**config.mk**
```make
export PLATFORM = sky130hd
export DESIGN_NAME = serial_hsub
export DESIGN_NICKNAME = d
export VERILOG_FILES = /design/src/rtl/serial_hsub_pkg.sv /design/src/rtl/serial_hsub_cell.sv /design/src/rtl/serial_hsub.sv
export SDC_FILE = /design/constraint.sdc
export NUM_CORES = 1
export LEC_CHECK = 0
export CAP_MARGIN = 20
export CORE_MARGIN = 2
export CORE_UTILIZATION = 47
export CTS_CLUSTER_SIZE = 24
export DETAILED_ROUTE_END_ITERATION = 12
export PLACE_DENSITY_LB_ADDON = 0.25
export SLEW_MARGIN = 25
export SYNTH_ARGS = -nofsm -noshare
export SYNTH_HDL_FRONTEND = slang
export SYNTH_SLANG_ARGS = --single-unit
```
**constraint.sdc**
```tcl
create_clock -name clk -period 1.6 [get_ports clk]
set_input_delay 0.32 -clock clk [delete_from_list [all_inputs] [get_ports clk]]
set_output_delay 0.32 -clock clk [all_outputs]
set_load 0.05 [all_outputs]
```
**src/rtl/serial_hsub_pkg.sv**
```systemverilog
// Shared types and constants for the bit-serial subtractor.
package serial_hsub_pkg;

  typedef enum logic [1:0] {
    IDLE = 2'd0,
    RUN  = 2'd1,
    DONE = 2'd2
  } hsub_state_t;

  localparam int HSUB_WIDTH_DEF = 8;

endpackage

```
**src/rtl/serial_hsub_cell.sv**
```systemverilog
// Combinational half subtractor: d = x - y, bo = borrow out.
module hsub_cell (
  input  logic x,
  input  logic y,
  output logic d,
  output logic bo
);
  assign d  = x ^ y;
  assign bo = ~x & y;
endmodule

```
**src/rtl/serial_hsub.sv**
```systemverilog
// Bit-serial a - b, LSB first, one bit per clock, valid/ready on both sides.
module serial_hsub
  import serial_hsub_pkg::*;
#(
  parameter int WIDTH = HSUB_WIDTH_DEF
) (
  input  logic             clk,
  input  logic             rst,
  input  logic             in_valid,
  output logic             in_ready,
  input  logic [WIDTH-1:0] a,
  input  logic [WIDTH-1:0] b,
  output logic             out_valid,
  input  logic             out_ready,
  output logic [WIDTH-1:0] diff,
  output logic             borrow,
  output logic             busy
);
  localparam int CW = $clog2(WIDTH);

  hsub_state_t      state, state_nxt;
  logic [WIDTH-1:0] a_sr, b_sr;
  logic [WIDTH-2:0] diff_sr;
  logic [WIDTH-1:0] diff_cat;
  logic [WIDTH-1:0] diff_q;
  logic [CW-1:0]    cnt;
  logic             br, borrow_q;
  logic             t, bo1, d, bo2, br_nxt, last;

  hsub_cell u_cell1 (.x(a_sr[0]), .y(b_sr[0]), .d(t), .bo(bo1));
  hsub_cell u_cell2 (.x(t),       .y(br),      .d(d), .bo(bo2));

  assign br_nxt = bo1 | bo2;
  assign last   = (cnt == CW'(WIDTH - 1));
  // Only WIDTH-1 partial bits are stored; the final bit joins them on the last edge.
  assign diff_cat = {d, diff_sr};

  always_ff @(posedge clk or posedge rst) begin
    if (rst) state <= IDLE;
    else     state <= state_nxt;
  end

  always_comb begin
    state_nxt = state;
    in_ready  = 1'b0;
    out_valid = 1'b0;
    busy      = 1'b0;
    case (state)
      IDLE: begin
        in_ready = 1'b1;
        if (in_valid) state_nxt = RUN;
      end
      RUN: begin
        busy = 1'b1;
        if (last) state_nxt = DONE;
      end
      DONE: begin
        busy      = 1'b1;
        out_valid = 1'b1;
        if (out_ready) state_nxt = IDLE;
      end
      default: state_nxt = IDLE;
    endcase
  end

  always_ff @(posedge clk or posedge rst) begin
    if (rst) begin
      a_sr     <= '0;
      b_sr     <= '0;
      diff_sr  <= '0;
      diff_q   <= '0;
      cnt      <= '0;
      br       <= 1'b0;
      borrow_q <= 1'b0;
    end else begin
      case (state)
        IDLE: if (in_valid) begin
          a_sr <= a;
          b_sr <= b;
          br   <= 1'b0;
          cnt  <= '0;
        end
        RUN: begin
          a_sr    <= a_sr >> 1;
          b_sr    <= b_sr >> 1;
          diff_sr <= diff_cat[WIDTH-1:1];
          br      <= br_nxt;
          if (!last) cnt <= cnt + 1'b1;
          else begin
            diff_q   <= diff_cat;
            borrow_q <= br_nxt;
          end
        end
        default: ;
      endcase
    end
  end

  assign diff   = diff_q;
  assign borrow = borrow_q;

endmodule

```
==> summary.txt <==
Setup path
  • Crit Path Class: flip-flop to flip-flop
  • Worst EP required: 1.78 ns
  • Crit start category: flip-flop
  • Critical path arrival: 1.75 ns
  • Setup crit end kind: flip-flop
  • Critical Path Fanout Max: 4

STA
  • Period utilization: 98.1%
  • Min Clock Period, post-route: 1.57 ns
  • Fmax: 637 MHz
  • RSZ-0062 raised after global routing: true
  • WHS: 0.373 ns
  • Setup TNS: 0 ns
  • Final Slew Violations: 0
  • Worst-margin pin slew: 0.270 ns
  • Slew margin rel.: 82.0%
  • Clk_skew: 0.00817 ns
  • Final number of setup-violating endpoints: 0
  • Final Hold Vio Count: 0

Route
  • Routed vias/inst: 5.02
  • DR WL/cell: 14.6 µm
  • Final wirelength: 3540 µm
  • Post-route ant nets: 0
  • Initial drt markers: 76
  • Iteration count of the initial detailed-routing pass: 3
  • Via count: 1219
  • Residual DRC: 0

Layout
  • Share of post-route cells with drive strength above 1: 39.9%
  • Area delta synth->final: 34.9%
  • Layout Nets: 219
  • Final instance area: 2570 µm²
  • Final antenna diode count: 0
  • Fill count: 297

CTS
  • Clk pin slew, worst setup/hold paths: 0.08 ns
  • Htree depth: 2
  • Clk sinks: 38
  • CTS root buf: clkbuf_8
  • Number of buffers created by CTS: 5
  • Cts hold-fix bufs: 0
  • CTS Buffer Depth: 2
  • CTS tree: yes
  • Clk_lat worst skew: 0.30 ns

Placement
  • Port bufs: 31
  • Routability cong.: 0.694
  • Placed inst area: 2320 µm²
  • Post-DP HPWL: 2400 µm

Pwr
  • Final Power: 5.55 mW
  • Worst VDD drop: 1.12 mV
  • P_leak: 1.18 nW
  • Net Sw Frac: 38.0%
  • Flop pwr share: 29.7%
  • Combinational Power Share: 55.6%
  • Psw: 2.11 mW
  • Int Pwr: 3.44 mW
  • Clock Power Share: 14.7%
  • Pwr dens: 2160 nW/µm²

Global route
  • Largest net degree at the start of global routing: 39
  • First-pass GRT wire length: 5400 µm
  • Tot GR Track Use: 16.4%
  • Vias in the first global route: 1163
  • Initial antenna violation count: 0
  • Grt ovf: 0

Yosys
  • Synth top area cells: dfrtp_1 50%, mux2_4 7.9%, mux2i_1 7.4%
  • Cells after synthesis: 145
  • Flops & latches, synth: 38
  • Cell area after synthesis: 1910 µm²
  • Post-synth top area share: 49.9%
  • Syn Nets: 172
  • Synth warnings: 0
  • Synth Area per Inst: 13.1 µm²
  • Register area share after synthesis: 49.9%
  • Yosys cell types: 24
  • Synth area leader: dfrtp_1

Worst hold path
  • Path category of the worst min-delay check: input port to async pin

Die
  • Initial Util: 48.3%
  • Die H: 67.7 µm
  • Core area: 3940 µm²
  • Rows: 23
  • Die ar.: 4580 µm²
  • Io pins: 32
  • Die X-Extent: 67.7 µm

Outcome
  • Status: finished clean

Job
  • MaxCap Viol Count: 0
final cells by class:
class,count,area (µm²),share of cell area [%]
clock inverter,3,45.0,1.75
multi-input combinational,93,886,34.5
timing repair buffer,47,527,20.5
inverter,7,28.8,1.12
tap,50,62.6,2.43
clock buffer,5,68.8,2.68
sequential,38,952,37.0
critical path, cell delays in order, from the launching register on:
cell      delay, ns
dfrtp_1        0.40
ha_2           0.22
ha_4           0.16
inv_4          0.04
a221oi_4       0.31
mux2_4         0.33
registers in the layout (all words and copies together) (netlist names):
signal	count
a_sr	8
b_sr	8
borrow	1
br	1
cnt	3
diff	8
diff_sr	7
state	2
synthesized netlist by cell type:
master / number
dfrtp_1: 38
nand2_1: 21
mux2i_1: 14
o21ai_2: 14
mux2_4: 10
ha_1: 6
inv_1: 6
nand2b_1: 5
mux2_2: 4
o21ai_1: 4
a22o_1: 3
mux2_1: 3
o21ai_0: 3
buf_12: 2
buf_4: 2
buf_6: 2
a221oi_4: 1
and2b_4: 1
buf_2: 1
fa_1: 1
inv_4: 1
mux2i_4: 1
nand2_8: 1
or2_1: 1
stage by stage:
step / setup slack (ns) / std cells / util [%]
after floorplan: 0.0305 / 145 / -
after global placement: -0.0490 / 227 / 58.8
after detailed placement: -0.0844 / 227 / 58.8
after CTS: -0.0155 / 235 / 62.0
after global routing: -0.0227 / 243 / 65.2
final: 0.0298 / 243 / 65.2
timing repair:
action,in CTS,in global routing
pin swaps,0,1
cloned,0,3
endpoints found under the setup margin,12,33
setup buffers,0,5
gates resized for setup,3,5
metal layers:
| layer | track usage (%) | part of all wire [%] | wire (µm) |
|---|---|---|---|
| met1 | 19.8 | 44 | 1550 |
| met2 | 26.2 | 52 | 1820 |
| met3 | 4.83 | 2.9 | 104 |
| met4 | 9.18 | 1.6 | 56 |
| met5 | 0 | 0 | 0 |
power by group through the flow:
stage	logic (mW)	clock network, mW	registers [mW]
floorplan	1.95	0	1.77
global placement	2.59	0	1.62
detailed placement	2.71	0	1.66
CTS	2.72	0.840	1.65
global route	3.33	0.884	1.70
finish	3.09	0.816	1.65
logic make-up after synthesis:
family                     Yosys count  synth area share (%)
buffers and inverters               14                  5.84
and+or+nand+nor                     29                  7.68
DFF                                 38                  49.9
AOI/OAI and AO/OA                   25                  11.0
muxes                               32                  20.6
adders and majority gates            7                  4.99
worst paths after layout:
check,start,end,slack [ns],depth (start not counted)
setup / recovery,cnt[0]$_DFFE_PP0P_,state[1]$_DFFE_PP0P_,0.03,5
hold / removal,rst,diff[4]$_DFFE_PP0P_,0.37,3
setup reg to reg,cnt[0]$_DFFE_PP0P_,state[1]$_DFFE_PP0P_,0.03,5
hold reg to reg,a_sr[4]$_DFFE_PP0P_,a_sr[4]$_DFFE_PP0P_,0.48,2
max in group asynchronous,rst,state[0]$_DFFE_PP0P_,1.02,3
min in group clk,a_sr[4]$_DFFE_PP0P_,a_sr[4]$_DFFE_PP0P_,0.48,2
cells in the final DEF (no fill, tap or decap), types with 5 or more instances in the layout:
master           netlist  layout
nand2b_1               5       5
clkbuf_8               0       5
o21ai_1                4       5
clkdlybuf4s50_1        0      19
buf_4                  2      18
dfrtp_1               38      37
nand2_1               21      21
o21ai_2               14      14
mux2_4                10      10
buf_12                 2       7
mux2i_1               14      14
Power figures use the tool's default switching activity.
